### config.mk
export PLATFORM = sky130hd
export DESIGN_NAME = core_wb_bridge
export DESIGN_NICKNAME = d
export VERILOG_FILES = /design/src/rtl/core_bus_pkg.sv /design/src/rtl/bus_watchdog.sv /design/src/rtl/core_wb_bridge.sv
export SDC_FILE = /design/constraint.sdc
export NUM_CORES = 1
export LEC_CHECK = 0
export ABC_CLOCK_PERIOD_IN_PS = 2600
export CORE_MARGIN = 3
export CORE_UTILIZATION = 46
export DETAILED_ROUTE_END_ITERATION = 16
export PLACE_DENSITY = 0.86
export SLEW_MARGIN = 40
export SYNTH_ARGS = -nofsm -noshare
export SYNTH_HDL_FRONTEND = slang
export SYNTH_SLANG_ARGS = --single-unit
### constraint.sdc
create_clock -name clk -period 2.6 [get_ports clk]
set_clock_uncertainty 0.1 [all_clocks]
set_input_delay 0.52 -clock clk [delete_from_list [all_inputs] [get_ports clk]]
set_output_delay 0.52 -clock clk [all_outputs]
set_load 0.005 [all_outputs]
### src/rtl/core_bus_pkg.sv
// Shared types and constants for the core-side Wishbone bridges.
package core_bus_pkg;

  localparam int BUS_ADDR_W = 32;
  localparam int BUS_DATA_W = 32;

  // Read data handed back to the core when the watchdog aborts a read.
  localparam logic [BUS_DATA_W-1:0] TIMEOUT_RDATA_DEF = 32'hDEAD_BEEF;

  typedef enum logic [1:0] {
    IDLE = 2'd0,
    BUS  = 2'd1,
    RESP = 2'd2
  } bridge_state_t;

endpackage

### src/rtl/bus_watchdog.sv
// Saturating bus watchdog: counts enabled cycles since the last clear and
// flags the cycle in which the count reaches LIMIT. LIMIT = 0 disables it.
module bus_watchdog #(
  parameter int LIMIT = 1024
) (
  input  logic clk,
  input  logic rst_n,
  input  logic clear,
  input  logic enable,
  output logic expired
);

  localparam int CW = (LIMIT <= 0) ? 1 : $clog2(LIMIT + 1);
  localparam logic [CW-1:0] LIM    = CW'(LIMIT);
  localparam logic [CW-1:0] LIM_M1 = (LIMIT <= 0) ? '0 : CW'(LIMIT - 1);

  logic [CW-1:0] cnt_q, cnt_d;

  // Expiry is the cycle whose increment would bring the count to LIMIT, so
  // the owner leaves its wait state after exactly LIMIT enabled cycles.
  assign expired = (LIMIT > 0) && enable && (cnt_q == LIM_M1);

  // Next count: clear wins, otherwise increment until saturated at LIMIT.
  always_comb begin
    cnt_d = cnt_q;
    if (clear)                       cnt_d = '0;
    else if (enable && cnt_q != LIM) cnt_d = cnt_q + 1'b1;
  end

  // Counter register.
  always_ff @(posedge clk or negedge rst_n) begin
    if (!rst_n) cnt_q <= '0;
    else        cnt_q <= cnt_d;
  end

endmodule

### src/rtl/core_wb_bridge.sv
// Registered bridge from the core's level-held read/write request port to a
// Wishbone classic master, with a one-cycle response pulse and a watchdog
// that aborts accesses the slave never acknowledges.
module core_wb_bridge
  import core_bus_pkg::*;
#(
  parameter int                ADDR_W         = BUS_ADDR_W,
  parameter int                DATA_W         = BUS_DATA_W,
  parameter int                TIMEOUT_CYCLES = 1024,
  parameter logic [DATA_W-1:0] TIMEOUT_RDATA  = DATA_W'(TIMEOUT_RDATA_DEF)
) (
  input  logic              clk,
  input  logic              rst_n,
  input  logic              core_read_i,
  input  logic              core_write_i,
  input  logic [ADDR_W-1:0] core_addr_i,
  input  logic [DATA_W-1:0] core_wdata_i,
  output logic [DATA_W-1:0] core_rdata_o,
  output logic              core_response_o,
  output logic              wb_cyc_o,
  output logic              wb_stb_o,
  output logic              wb_we_o,
  output logic [ADDR_W-1:0] wb_addr_o,
  output logic [DATA_W-1:0] wb_data_o,
  input  logic [DATA_W-1:0] wb_data_i,
  input  logic              wb_ack_i,
  input  logic              err_clr_i,
  output logic              timeout_o,
  output logic [ADDR_W-1:0] err_addr_o
);

  bridge_state_t state_q, state_d;

  logic              cyc_q, cyc_d;
  logic              we_q, we_d;
  logic [ADDR_W-1:0] addr_q, addr_d;
  logic [DATA_W-1:0] wdata_q, wdata_d;
  logic [DATA_W-1:0] rdata_q, rdata_d;
  logic              resp_q, resp_d;
  logic              tout_q, tout_d;
  logic [ADDR_W-1:0] eaddr_q, eaddr_d;

  logic req, start, done_ack, abort, wd_expired;

  assign req      = core_read_i | core_write_i;
  assign start    = (state_q == IDLE) && req;
  assign done_ack = (state_q == BUS) && wb_ack_i;
  // Ack in the expiry cycle is a normal completion, never an abort.
  assign abort    = (state_q == BUS) && !wb_ack_i && wd_expired;

  bus_watchdog #(
    .LIMIT   (TIMEOUT_CYCLES)
  ) u_wd (
    .clk     (clk),
    .rst_n   (rst_n),
    .clear   (start),
    .enable  ((state_q == BUS) && !wb_ack_i),
    .expired (wd_expired)
  );

  // State register.
  always_ff @(posedge clk or negedge rst_n) begin
    if (!rst_n) state_q <= IDLE;
    else        state_q <= state_d;
  end

  // Next state: RESP is a single cooldown cycle where requests are ignored
  // because the core is still dropping the request it just got answered.
  always_comb begin
    state_d = state_q;
    case (state_q)
      IDLE:    if (req) state_d = BUS;
      BUS:     if (wb_ack_i || wd_expired) state_d = RESP;
      RESP:    state_d = IDLE;
      default: state_d = IDLE;
    endcase
  end

  // Output next-values: every bus and core output is taken from a flop.
  always_comb begin
    cyc_d   = (state_d == BUS);
    we_d    = we_q;
    addr_d  = addr_q;
    wdata_d = wdata_q;
    rdata_d = rdata_q;
    resp_d  = done_ack | abort;
    tout_d  = tout_q;
    eaddr_d = eaddr_q;

    if (start) begin
      we_d    = core_write_i;      // write wins when both are raised
      addr_d  = core_addr_i;
      wdata_d = core_wdata_i;
    end

    if (done_ack && !we_q) rdata_d = wb_data_i;
    if (abort    && !we_q) rdata_d = TIMEOUT_RDATA;

    // Sticky error: an abort beats a simultaneous clear. After a clear the
    // aborting access counts as the first error again.
    if (abort) begin
      tout_d = 1'b1;
      if (!tout_q || err_clr_i) eaddr_d = addr_q;
    end else if (err_clr_i) begin
      tout_d  = 1'b0;
      eaddr_d = '0;
    end
  end

  // Holding, response and error registers.
  always_ff @(posedge clk or negedge rst_n) begin
    if (!rst_n) begin
      cyc_q   <= 1'b0;
      we_q    <= 1'b0;
      addr_q  <= '0;
      wdata_q <= '0;
      rdata_q <= '0;
      resp_q  <= 1'b0;
      tout_q  <= 1'b0;
      eaddr_q <= '0;
    end else begin
      cyc_q   <= cyc_d;
      we_q    <= we_d;
      addr_q  <= addr_d;
      wdata_q <= wdata_d;
      rdata_q <= rdata_d;
      resp_q  <= resp_d;
      tout_q  <= tout_d;
      eaddr_q <= eaddr_d;
    end
  end

  assign wb_cyc_o        = cyc_q;
  assign wb_stb_o        = cyc_q;
  assign wb_we_o         = cyc_q & we_q;
  assign wb_addr_o       = addr_q;
  assign wb_data_o       = wdata_q;
  assign core_rdata_o    = rdata_q;
  assign core_response_o = resp_q;
  assign timeout_o       = tout_q;
  assign err_addr_o      = eaddr_q;

endmodule

# Yosys cells after proc, flatten, opt, wreduce, memory -nomap -nowiden

Cells that the tools add are included.

$add $sub $neg: 1
Multipliers: 0
Divide/modulo/power cells: 0
Order comparisons: 0
Equal/unequal tests: 5
Shift operators: 0
Muxes and demuxes: 12
Bitwise operators: 3
Reduce and logical (&&, ||, !) cells: 18

Operators by type and width:

| cell                  | number |
|---|---|
| $mux 32               | 5 |
| $mux 11               | 2 |
| $add 11x1->11 const B | 1 |
| $eq 11x10->1 const B  | 1 |
| $ne 11x11->1 const B  | 1 |
| $logic_and 1x1->1     | 8 |
| $reduce_bool 2->1     | 3 |
| $eq 2x1->1 const B    | 2 |
| $mux 2                | 2 |
| $pmux 2 s2            | 1 |
| $logic_not 1->1       | 3 |
| $logic_not 2->1       | 1 |
| $logic_or 1x1->1      | 2 |
| $mux 1                | 2 |
| $ne 2x1->1 const B    | 1 |
| $or 1x1->1            | 2 |
| $reduce_and 2->1      | 1 |
| $and 1x1->1           | 1 |

Register bits after elaboration: 145
Bits in latches: 0
RAM bits: 0
ROM bits: 0
Input port bits: 102
Output and inout port bits: 133
Word-level logic and storage cells: 49
Memories kept: 0

# Depth between registers and ports, before layout

Gate-level depths: netlist of the first run.

Depth after elaboration: 7
Mapped depth: 7
Mapped depth without buffers: 5

# Modules after synthesis

From an unflattened synthesis of the first run, not the netlist that was laid out.

Cells, all modules: 372
Area total of the unflattened synthesis: 5,594.1 um2

Modules (own cells, without submodules):

| module         | instances | cells each | area an instance (um2) | seq. area each (um2) |
|---|---|---|---|---|
| core_wb_bridge | 1         | 303        | 4,958.5                | 3,353.2 |
| bus_watchdog   | 1         | 69         | 635.6                  | 275.3 |

# Worst setup path after synthesis of the first run

Ideal clock, no wire load.

Path type: input -> register
Start: in wb_ack_i
End: reg eaddr_q[10] (netlist: err_addr_o[10])
Library setup time: 0.121 ns
Arrival: 1.581 ns
Required time: 2.379 ns
Setup slack: 0.798 ns
Cell stages on the path: 5
Path buffers: 1
Cells stage by stage: or3b_4 nor3_2 a31oi_2 buf_6 a22o_1

Word-level cells in the longest chain between the ends: 6
Elaborated cells between the ends (all ways): 8
Classes of those cells: eq/ne (1); mux (1); reduce/logical (6)

Ends and longest elaborated chain:

| item                                                      | line                                       | source |
|---|---|---|
| from (decl)                                               | core_wb_bridge.sv:26                       | `input logic wb_ack_i,` |
| $logic_not 1->1 (*)                                       | core_wb_bridge.sv:49, core_wb_bridge.sv:57 |  |
| $logic_and 1x1->1 (*)                                     | core_wb_bridge.sv:49, core_wb_bridge.sv:57 |  |
| $logic_and 1x1->1                                         | bus_watchdog.sv:21                         | `assign expired = (LIMIT > 0) && enable && (cnt_q == LIM_M1);` |
| $logic_and 1x1->1 (*)                                     | core_wb_bridge.sv:49                       | `assign abort = (state_q == BUS) && !wb_ack_i && wd_expired;` |
| $ne 2x1->1 (no line) or $reduce_bool 2->1 (tied branches) | -                                          |  |
| $reduce_and 2->1 (no line)                                | -                                          |  |
| to (signal assigned)                                      | core_wb_bridge.sv:129                      | `eaddr_q <= eaddr_d;` |
| to (decl)                                                 | core_wb_bridge.sv:41                       | `logic [ADDR_W-1:0] eaddr_q, eaddr_d;` |

Mark *: on every way between the ends. The rest lies on a longest branch, timed or not.
A chain may end at the register's enable or synchronous reset.

# Worst setup path after layout of the first run

Start: reg u_wd.cnt_q[0]
End: reg rdata_q[16] (netlist: core_rdata_o[16])

Word-level cells in the longest chain between the ends: 5
Elaborated cells between the ends (all ways): 6
Classes of those cells: eq/ne (1); mux (1); reduce/logical (4)

Ends and longest elaborated chain:

| item                                         | line                  | source |
|---|---|---|
| from (decl)                                  | bus_watchdog.sv:17    | `logic [CW-1:0] cnt_q, cnt_d;` |
| from (signal assigned)                       | bus_watchdog.sv:33    | `else cnt_q <= cnt_d;` |
| $eq 11x10->1 (*)                             | bus_watchdog.sv:21    |  |
| $logic_and 1x1->1 (*)                        | bus_watchdog.sv:21    |  |
| $logic_and 1x1->1 (*)                        | core_wb_bridge.sv:49  |  |
| $logic_and 1x1->1 (*)                        | core_wb_bridge.sv:97  | `if (abort && !we_q) rdata_d = TIMEOUT_RDATA;` |
| $mux 32 or $reduce_bool 2->1 (tied branches) | -                     |  |
| to (signal assigned)                         | core_wb_bridge.sv:126 | `rdata_q <= rdata_d;` |
| to (decl)                                    | core_wb_bridge.sv:38  | `logic [DATA_W-1:0] rdata_q, rdata_d;` |

Marked as above.

==> results of run 1 <==
## routing by layer
metal  global-route usage  vias to the layer above
met5                    0                        -
met4               0.0727                        0
met3                0.105                       19
met2                0.388                      192
met1                0.240                     2042
li1                     -                     1840
## power by group through the flow
stage	Combinational [mW]	Sequential, mW	Clock, mW
after floorplan	1.26	3.61	0
after global placement	3.30	3.59	0
after detailed placement	3.40	3.65	0
after CTS	3.43	3.63	2.39
after global routing	3.63	3.72	2.48
final	3.37	3.62	2.33
## synthesized netlist by cell type (4+ instances only)
library cell and number:
nand2_1 7, nor3_1 4, dfrtp_1 145, o22a_1 24, nor2_1 13, xnor2_1 5, buf_4 4, a22o_1 40
clkbuf_1 5, buf_2 7, mux2_2 66, buf_6 6
## state kept, by name, summed over array words and instances (netlist names)
register and flops:
wb_data_o 32, u_wd.cnt_q 11, timeout_o 1, core_response_o 1, wb_addr_o 32, state_q 2
wb_cyc_o 1, core_rdata_o 32, err_addr_o 32, we_q 1
## worst reg2reg max path, stage by stage, from the launching register on
cell	delay, ns
dfrtp_1	0.41
ha_1	0.26
nand3_4	0.15
nor4_4	0.41
o21a_2	0.48
o22a_1	0.25
## cell type report
cell class / instances / area, µm² / share of cell area
Multi-Input combinational cell: 199 / 1820 / 0.210
Inverter: 3 / 11.3 / 0.00130
Timing Repair Buffer: 242 / 2470 / 0.284
Clock inverter: 6 / 80.1 / 0.00923
Tap cell: 143 / 179 / 0.0206
Clock buffer: 25 / 485 / 0.0560
Sequential cell: 145 / 3630 / 0.418
## metrics by stage
step | area, µm² | power (mW) | hold WS, ns
final | 8670 | 9.32 | 0.00534
after global routing | 8670 | 9.83 | 0.0446
after CTS | 8670 | 9.44 | 0.0258
after detailed placement | 8110 | 7.05 | 0.377
after global placement | 8110 | 6.89 | 0.370
after floorplan | 5600 | 4.87 | 0.124
## kinds of logic after synthesis
| group | after synthesis | synth area share |
|---|---|---|
| compound gates | 75 | 0.115 |
| xor+xnor | 5 | 0.00782 |
| fa+ha+maj | 2 | 0.00447 |
| buf+inv | 25 | 0.0291 |
| flops | 145 | 0.648 |
| mux | 67 | 0.135 |
| simple gates | 50 | 0.0606 |
## how the worst max path moves through the flow
| stage | slack [ns] | depth (start not counted) | startpoint | endpoint |
|---|---|---|---|---|
| floorplan | 0.80 | 5 | wb_ack_i | err_addr_o[10] |
| global placement | 0.21 | 6 | wb_ack_i | err_addr_o[19] |
| detailed placement | 0.16 | 6 | wb_ack_i | err_addr_o[9] |
| CTS | 0.44 | 5 | u_wd.cnt_q[0] | core_rdata_o[16] |
| global route | 0.33 | 5 | u_wd.cnt_q[0] | core_rdata_o[16] |
| finish | 0.47 | 5 | u_wd.cnt_q[0] | core_rdata_o[16] |
==> qor.log, run 1 <==
[timing] Total Neg Setup Slack 0 ns
[synth] number of nets in the synthesized netlist 473
[floorplanning] DIE WIDTH 116 µm
[route] aggregate routed wire length 14800 µm
[floorplanning] I/O pin total 235
[critical_path] number of buffers and inverters on the critical path 0
[clocking] clock slew at reported path FFs 0.05 ns
[synth] sequential element share of the synthesized area 0.648
[finish] area grow syn2layout 55.0%
[placed_design] count of input and output buffers 234
[critical_path] critical path, cell by cell ha_1, nand3_4, nor4_4, o21a_2, o22a_1
[placed_design] Placer Congestion 0.839
[power] Comb power frac 0.362
[route] total DRC errors in the routed layout 0
[route] Met2 Routed Length 7540 µm
[critical_path] Setup CP Type reg2reg
[clocking] root buffer selected by CTS clkbuf_16
[outcome] run status complete, no violations
[route] met3 wire len 1650 µm
[floorplanning] # rows 39
[clocking] # hold bufs at CTS 0
[hold_path] kind of path behind the tightest hold check in2async
[critical_path] type of element capturing the critical path flop
[critical_path] startpoint of the worst register-to-register path u_wd.cnt_q[0]
[critical_path] R2R Path End core_rdata_o[16]
[route] post-DR wirelength/cell 19.4 µm
[synth] synth top area cells dfrtp_1 (65%), mux2_2 (13%), a22o_1 (6.3%)
[power] leakage power of the design 3.63 nW
[critical_path] required time reported for the critical path endpoint 2.84 ns
[global_route] grt total ovfl 0
[clocking] Clk Latency, worst-skew pair 0.41 ns
[synth] distinct cell type count of the synthesized netlist 40
[placed_design] total half-perimeter wirelength after legalization and detailed placement 10800 µm
[timing] setup repair after global routing missed its margin no
[timing] final critical-path required period 2.13 ns
[power] power spent charging and discharging nets 2.51 mW
[finish] final core utilization 0.744
[global_route] global-route wire length before repair 23000 µm
[critical_path] crit-path leading delay family compound AO/OA/AOI/OAI gates
[clocking] Longest Clk Path Bufs 2
[clocking] CTS tree built
[critical_path] worst setup slack for register-to-register paths 0.47 ns
[global_route] vias in the first global route 4503
[placed_design] worst setup timing slack at the placement stage 0.156 ns
[power] part of the power in the clock network 0.250
[synth] yosys synthesis warning count 0
[route] detailed-routing iteration count for the pre-antenna-repair pass 4
[power] cell internal pwr 6.82 mW
[clocking] Post-CTS Setup Inserts 0
[finish] leading cell type in the layout, fill and taps excluded clkdlybuf4s50_1
[critical_path] Worst R2R Path Depth 5
[synth] Syn Std Cell Area 5600 µm²
[floorplanning] core area 11700 µm²
[critical_path] arrival time worst endpoint 2.37 ns
[finish] Fillers 710
[global_route] largest net degree at the start of global routing 68
[global_route] overall fraction of global-route tracks in use 0.223
[critical_path] Slowest cell on crit path o21a_2
[timing] portion of the clock cycle consumed by the worst path in the final layout 0.820
[finish] final std cells w/o fill 763
[route] highest metal layer with signal wires met4
[route] overall via count from detail_route 4093
[clocking] count of instances resized after the clock tree is built 0
[floorplanning] die outline area 13500 µm²
[finish] n_diodes 0
[route] average via count per standard cell 5.36
[clocking] clock sinks 145
[route] met1 WL 5360 µm
[global_route] antenna violations before repair 0
[finish] ratio of cells with drive above 1 in the final layout 0.184
[synth] number of enable-type register cells in the synthesized netlist 0
[synth] biggest area consumer among synthesized cells dfrtp_1
[synth] synthesized area per cell 15.2 µm²
[synth] share of synthesized flip-flops with an asynchronous set or reset 1.00
[synth] area share of the leading cell type in the synthesized netlist 0.648
[route] antenna viol nets, final 0
[critical_path] biggest fanout along the worst timing path 24
[timing] highest clock rate 0.469 GHz
[job] maximum capacitance violations 0
[floorplanning] Initial Util 0.480
[timing] Setup Viol. Count Final 0
[placed_design] cell total after placement 732
[power] sw frac 0.269
[synth] count of state elements after synthesis 145
[floorplanning] overall die height 116 µm
[timing] slew at the pin closest to its max-slew limit 0.839 ns
[finish] top library cells by usage in the layout, fill and taps aside clkdlybuf4s50_1 (233), dfrtp_1 (145), mux2_2 (66)
[power] worst ir drop on vdd 0.000778 V
[timing] max-slew violation count 0
[finish] final net count 712
[power] fraction of power consumed by sequential logic 0.388
[clocking] maximum level of the CTS H-tree 4
[critical_path] Critical Path Start Type flop
[critical_path] CP max stage delay 0.48 ns
[power] total power density per cell area 1070 nW/µm²
[synth] top_reg_cell synth dfrtp_1
[route] First DRT Iteration DRCs 212
[timing] final-report hold violation count 0
[timing] Slew HR 0.439
[timing] smallest setup slack after layout 0.467 ns
[synth] gate count after technology mapping 369
[clocking] clock buffer count from CTS 17
(Power assumes the default switching activity.)
==> inputs of run 2 (changes only) <==
--- a/config.mk
+++ b/config.mk
@@ -5,11 +5,11 @@
 export SDC_FILE = /design/constraint.sdc
 export NUM_CORES = 1
 export LEC_CHECK = 0
-export ABC_CLOCK_PERIOD_IN_PS = 2600
+export ABC_CLOCK_PERIOD_IN_PS = 2090
 export CORE_MARGIN = 3
-export CORE_UTILIZATION = 46
+export CORE_UTILIZATION = 43
 export DETAILED_ROUTE_END_ITERATION = 16
-export PLACE_DENSITY = 0.86
+export PLACE_DENSITY = 0.81
 export SLEW_MARGIN = 40
 export SYNTH_ARGS = -nofsm -noshare
 export SYNTH_HDL_FRONTEND = slang
==> constraint.sdc (replaced) <==
create_clock -name clk -period 2.09 [get_ports clk]
set_clock_uncertainty 0.1 [all_clocks]
set_input_delay 0.418 -clock clk [delete_from_list [all_inputs] [get_ports clk]]
set_output_delay 0.418 -clock clk [all_outputs]
set_load 0.005 [all_outputs]
==> qor.log, run 2 (synthesis gave the netlist of run 1 again) <==
[hold_path] hold path depth 1
[finish] area grow syn2layout 58.9% [was 55.0%]
[critical_path] startpoint of the worst register-to-register path u_wd.cnt_q[0] [unchanged]
[critical_path] type of element capturing the critical path flop [unchanged]
[finish] n_diodes 0 [unchanged]
[global_route] antenna violations before repair 0 [unchanged]
[job] maximum capacitance violations 0 [unchanged]
[power] leakage power of the design 3.73 nW [was 3.63 nW]
[route] detailed-routing iteration count for the pre-antenna-repair pass 5 [was 4]
[critical_path] Critical path origin u_wd.cnt_q[0] [unchanged]
[clocking] root buffer selected by CTS clkbuf_16 [unchanged]
[floorplanning] Initial Util 0.442 [was 0.480]
[placed_design] count of input and output buffers 234 [unchanged]
[timing] Slew HR 0.707 [was 0.439]
[critical_path] capture point of the critical path err_addr_o[9] [was core_rdata_o[16]]
[critical_path] worst setup slack for register-to-register paths 0.1 ns [was 0.47 ns]
[critical_path] R2R Path End err_addr_o[9] [was core_rdata_o[16]]
[critical_path] crit-path leading delay family simple AND/OR/NAND/NOR gates [was compound AO/OA/AOI/OAI gates]
[route] aggregate routed wire length 14700 µm [was 14800 µm]
[clocking] CTS tree built [unchanged]
[timing] worst hold slack 0.389 ns [was 0.00534 ns]
[finish] leading cell type in the layout, fill and taps excluded clkdlybuf4s50_1 [unchanged]
[power] worst ir drop on vdd 0.000700 V [was 0.000778 V]
[route] post-DR wirelength/cell 18.3 µm [was 19.4 µm]
[power] total power density per cell area 1350 nW/µm² [was 1070 nW/µm²]
[route] total DRC errors in the routed layout 0 [unchanged]
[clocking] clock slew at reported path FFs 0.06 ns [was 0.05 ns]
[clocking] clock buffer count from CTS 17 [unchanged]
[route] antenna viol nets, final 0 [unchanged]
[floorplanning] DIE WIDTH 120 µm [was 116 µm]
[timing] smallest setup slack after layout 0.0973 ns [was 0.467 ns]
[hold_path] kind of path behind the tightest hold check reg2reg [was in2async]
[critical_path] biggest fanout along the worst timing path 32 [was 24]
[global_route] overall fraction of global-route tracks in use 0.208 [was 0.223]
[timing] Setup Viol. Count Final 0 [unchanged]
[route] First DRT Iteration DRCs 343 [was 212]
[route] overall via count from detail_route 4087 [was 4093]
[floorplanning] # rows 41 [was 39]
[timing] final-report hold violation count 0 [unchanged]
[floorplanning] core area 12700 µm² [was 11700 µm²]
[placed_design] Placer Congestion 0.798 [was 0.839]
[floorplanning] overall die height 120 µm [was 116 µm]
[timing] setup repair after global routing missed its margin no [unchanged]
[clocking] clock sinks 145 [unchanged]
[clocking] maximum level of the CTS H-tree 4 [unchanged]
[finish] top library cells by usage in the layout, fill and taps aside clkdlybuf4s50_1 (233), dfrtp_1 (145), mux2_2 (66) [unchanged]
[timing] slew at the pin closest to its max-slew limit 0.439 ns [was 0.839 ns]
[critical_path] Worst R2R Path Depth 6 [was 5]
[floorplanning] die outline area 14400 µm² [was 13500 µm²]
[finish] final net count 723 [was 712]
[critical_path] required time reported for the critical path endpoint 2.28 ns [was 2.84 ns]
[timing] Total Neg Setup Slack 0 ns [unchanged]
[global_route] vias in the first global route 4398 [was 4503]
[route] average via count per standard cell 5.09 [was 5.36]
[floorplanning] I/O pin total 235 [unchanged]
[timing] final critical-path required period 1.99 ns [was 2.13 ns]
[global_route] grt total ovfl 0 [unchanged]
[critical_path] WP depth 6 [was 5]
[global_route] largest net degree at the start of global routing 57 [was 68]
[clocking] Clk Latency, worst-skew pair 0.41 ns [about the same]
[timing] portion of the clock cycle consumed by the worst path in the final layout 0.953 [was 0.820]
[finish] ratio of cells with drive above 1 in the final layout 0.203 [was 0.184]
[global_route] global-route wire length before repair 23100 µm [was 23000 µm]
[critical_path] CP max stage delay 0.42 ns [was 0.48 ns]
[critical_path] Slowest cell on crit path dfrtp_1 [was o21a_2]
[outcome] run status complete, no violations [unchanged]
[critical_path] Setup CP Type reg2reg [unchanged]
[clocking] Post-CTS Setup Inserts 0 [unchanged]
[critical_path] number of buffers and inverters on the critical path 1 [was 0]
[timing] highest clock rate 0.502 GHz [was 0.469 GHz]
[timing] max-slew violation count 0 [unchanged]
[critical_path] arrival time worst endpoint 2.19 ns [was 2.37 ns]
[critical_path] critical path, cell by cell ha_1, nand3_4, nor3_1, a31oi_4, buf_12, a22o_1 [was ha_1, nand3_4, nor4_4, o21a_2, o22a_1]
[placed_design] total half-perimeter wirelength after legalization and detailed placement 10500 µm [was 10800 µm]
[critical_path] Critical Path Start Type flop [unchanged]
[placed_design] worst setup timing slack at the placement stage -0.225 ns [was 0.156 ns]
[clocking] Longest Clk Path Bufs 2 [unchanged]
[run 2: metal layers]
metal  GRT usage  vias up  part of all wire
met4      0.0809        0             0.020
met1       0.245     2018              0.38
met2       0.344      187              0.50
met3      0.0796       20             0.095
li1            -     1862                 -
met5           0        -                 0
[run 2: through the flow]
| step | cells | instance area, µm² | utilization | power, mW |
|---|---|---|---|---|
| after global routing | 803 | 8900 | 0.702 | 12.6 |
| after global placement | 771 | 8220 | 0.649 | 8.61 |
| final | 803 | 8900 | 0.702 | 12.0 |
| after detailed placement | 771 | 8220 | 0.649 | 8.76 |
| after floorplan | 369 | 5600 | - | 6.06 |
| after CTS | 803 | 8890 | 0.702 | 12.2 |
[run 2: worst min-delay path by stage]
stage,from,to
final,core_rdata_o[31],core_rdata_o[31]
after global routing,core_rdata_o[6],core_rdata_o[6]
after CTS,core_rdata_o[19],core_rdata_o[19]
after detailed placement,rst_n,wb_data_o[1]
after global placement,rst_n,wb_data_o[1]
after floorplan,rst_n,core_rdata_o[0]
[run 2: layout make-up]
type	count	area, µm²
fill	906	3770
sequential	145	3630
timing repair buffer	253	2550
multi-input combinational	199	1830
clock buffer	22	484
tap	172	215
clock inverter	9	176
inverter	3	11.3
[run 2: what timing repair did]
item                                    4_1_cts  5_1_grt
hold buffers                                  1        0
endpoints found under the setup margin        0       24
endpoints found under the hold margin        42        0
gates resized for setup                       0        1
[run 2: power breakdown]
group | internal (mW) | leakage (nW) | switching [mW]
Combinational | 2.85 | 1.62 | 1.35
Clock | 2.24 | 0.323 | 1.10
Sequential | 3.82 | 1.79 | 0.661
==> inputs of run 3 (changes only) <==
--- a/config.mk
+++ b/config.mk
@@ -9,7 +9,7 @@
 export CORE_MARGIN = 3
 export CORE_UTILIZATION = 43
 export DETAILED_ROUTE_END_ITERATION = 16
-export PLACE_DENSITY = 0.81
+export PLACE_DENSITY_LB_ADDON = 0.2
 export SLEW_MARGIN = 40
 export SYNTH_ARGS = -nofsm -noshare
 export SYNTH_HDL_FRONTEND = slang
==> qor.log, run 3 (synthesis gave the netlist of run 1 again) <==
[outcome] run status complete, no violations [unchanged]
[route] total DRC errors in the routed layout 0 [unchanged]
[critical_path] biggest fanout along the worst timing path 3 [was 32]
[placed_design] count of input and output buffers 234 [unchanged]
[clocking] Longest Clk Path Bufs 2 [unchanged]
[floorplanning] die outline area 14400 µm² [unchanged]
[timing] max-slew violation count 0 [unchanged]
[global_route] largest net degree at the start of global routing 59 [was 57]
[route] overall via count from detail_route 4024 [was 4087]
[finish] n_diodes 0 [unchanged]
[route] post-DR wirelength/cell 17.6 µm [was 18.3 µm]
[route] detailed-routing iteration count for the pre-antenna-repair pass 4 [was 5]
[clocking] Post-CTS Setup Inserts 0 [unchanged]
[clocking] clock slew at reported path FFs 0.06 ns [about the same]
[power] worst ir drop on vdd 0.000798 V [was 0.000700 V]
[clocking] CTS tree built [unchanged]
[timing] portion of the clock cycle consumed by the worst path in the final layout 0.935 [was 0.953]
[power] total design power 11.8 mW [was 12.0 mW]
[placed_design] Placed Instance Area 8230 µm² [was 8220 µm²]
[critical_path] startpoint of the worst register-to-register path u_wd.cnt_q[0] [unchanged]
[timing] smallest setup slack after layout 0.136 ns [was 0.0973 ns]
[critical_path] R2R Path End err_addr_o[0] [was err_addr_o[9]]
[hold_path] kind of path behind the tightest hold check reg2reg [unchanged]
[global_route] grt total ovfl 0 [unchanged]
[finish] leading cell type in the layout, fill and taps excluded clkdlybuf4s50_1 [unchanged]
[timing] highest clock rate 0.512 GHz [was 0.502 GHz]
[critical_path] Worst R2R Path Depth 6 [unchanged]
[clocking] Clk Latency, worst-skew pair 0.41 ns [about the same]
[route] aggregate routed wire length 14100 µm [was 14700 µm]
[global_route] antenna violations before repair 0 [unchanged]
[global_route] vias in the first global route 4360 [was 4398]
[placed_design] Placer Congestion 0.829 [was 0.798]
[finish] Fillers 917 [was 906]
[timing] final-report hold violation count 0 [unchanged]
[critical_path] capture point of the critical path wb_we_o [was err_addr_o[9]]
[timing] final critical-path required period 1.95 ns [was 1.99 ns]
[finish] final std cells w/o fill 803 [unchanged]
[job] maximum capacitance violations 0 [unchanged]
[route] average via count per standard cell 5.01 [was 5.09]
[clocking] clock buffer count from CTS 17 [unchanged]
[critical_path] arrival time worst endpoint 1.44 ns [was 2.19 ns]
[floorplanning] I/O pin total 235 [unchanged]
[timing] slew at the pin closest to its max-slew limit 0.549 ns [was 0.439 ns]
[floorplanning] DIE WIDTH 120 µm [unchanged]
[placed_design] worst setup timing slack at the placement stage -0.202 ns [was -0.225 ns]
[finish] final net count 722 [was 723]
[power] total power density per cell area 1330 nW/µm² [was 1350 nW/µm²]
[critical_path] Critical Path Start Type flop [unchanged]
[timing] Setup Viol. Count Final 0 [unchanged]
[route] First DRT Iteration DRCs 236 [was 343]
[finish] ratio of cells with drive above 1 in the final layout 0.201 [was 0.203]
[placed_design] total half-perimeter wirelength after legalization and detailed placement 10400 µm [was 10500 µm]
[placed_design] cell total after placement 770 [was 771]
[floorplanning] # rows 41 [unchanged]
[global_route] global-route wire length before repair 22600 µm [was 23100 µm]
[route] antenna viol nets, final 0 [unchanged]
[finish] area of all sequential standard cells 3630 µm² [unchanged]
[clocking] maximum level of the CTS H-tree 4 [unchanged]
[finish] design area 8870 µm² [was 8900 µm²]
[timing] Slew HR 0.634 [was 0.707]
[timing] setup repair after global routing missed its margin no [unchanged]
[critical_path] type of element capturing the critical path output port [was flop]
[power] leakage power of the design 3.70 nW [was 3.73 nW]
[finish] final core utilization 0.700 [was 0.702]
[finish] area of the multi-input gates 1840 µm² [was 1830 µm²]
[critical_path] Setup CP Type reg2out [was reg2reg]
[clocking] root buffer selected by CTS clkbuf_16 [unchanged]
[critical_path] worst setup slack for register-to-register paths 0.15 ns [was 0.1 ns]
[finish] top library cells by usage in the layout, fill and taps aside clkdlybuf4s50_1 (233), dfrtp_1 (145), mux2_2 (66) [unchanged]
[floorplanning] core area 12700 µm² [unchanged]
[global_route] overall fraction of global-route tracks in use 0.201 [was 0.208]
[clocking] clock sinks 145 [unchanged]
[critical_path] required time reported for the critical path endpoint 1.57 ns [was 2.28 ns]
[floorplanning] Initial Util 0.442 [unchanged]
[floorplanning] overall die height 120 µm [unchanged]
[critical_path] Critical path origin wb_cyc_o [was u_wd.cnt_q[0]]
[finish] area grow syn2layout 58.5% [was 58.9%]
[run 3: cell count changes in the layout (fill, tap and decap cells not counted)]
cell,before,now
clkbuf_1,1,3
buf_12,5,6
clkinv_2,2,3
nor2b_4,0,1
clkinvlp_4,1,3
nor3_2,1,2
clkbuf_8,4,2
bufinv_16,5,4
nor3_1,4,3
nor2b_2,1,0
buf_4,13,11
inv_6,1,0
[run 3: critical path, cell delays in order, from the launching register on]
cell and delay, ns:
dfrtp_1 0.37, and2_1 0.14, clkdlybuf4s50_1 0.53
[run 3: timing repair]
action                                  4_1_cts  5_1_grt
endpoints found under the setup margin        0       49
hold buffers                                  1        0
endpoints found under the hold margin        55        0
gates resized for setup                       0        3
[run 3: stage by stage]
stage / TNS, ns / hold WS (ns)
finish: 0 / 0.385
global route: 0 / 0.402
CTS: 0 / 0.389
detailed placement: -6.70 / 0.325
global placement: -4.97 / 0.322
floorplan: 0 / 0.0224
[run 3: worst min-delay path by stage]
stage                     startpoint                to  slack (ns)  cells after the start
finish               core_rdata_o[6]   core_rdata_o[6]        0.38                      1
global route        core_rdata_o[28]  core_rdata_o[28]        0.40                      1
CTS                  core_rdata_o[7]   core_rdata_o[7]        0.39                      1
detailed placement             rst_n      wb_data_o[1]        0.32                      1
global placement               rst_n      wb_data_o[0]        0.32                      1
floorplan                      rst_n   core_rdata_o[0]        0.02                      0
[run 3: final cells by class]
cell class              count  share of cell area
clock inverters            10              0.0178
well taps                 172              0.0243
clock buffers              22              0.0523
inverters                   3             0.00127
repair buffers            252               0.288
flip-flops and latches    145               0.409
multi-input cells         199               0.207
[run 3: layer usage]
layer  wire (µm)  global-route usage
met1        5500               0.237
met2        7090               0.335
met3        1160              0.0726
met4         340              0.0823
met5           0                   0
[run 3: power breakdown]
| group | switching (mW) | internal [mW] | total (mW) |
|---|---|---|---|
| Combinational | 1.35 | 2.88 | 4.23 |
| Clock | 1.09 | 2.05 | 3.14 |
| Sequential | 0.637 | 3.82 | 4.45 |
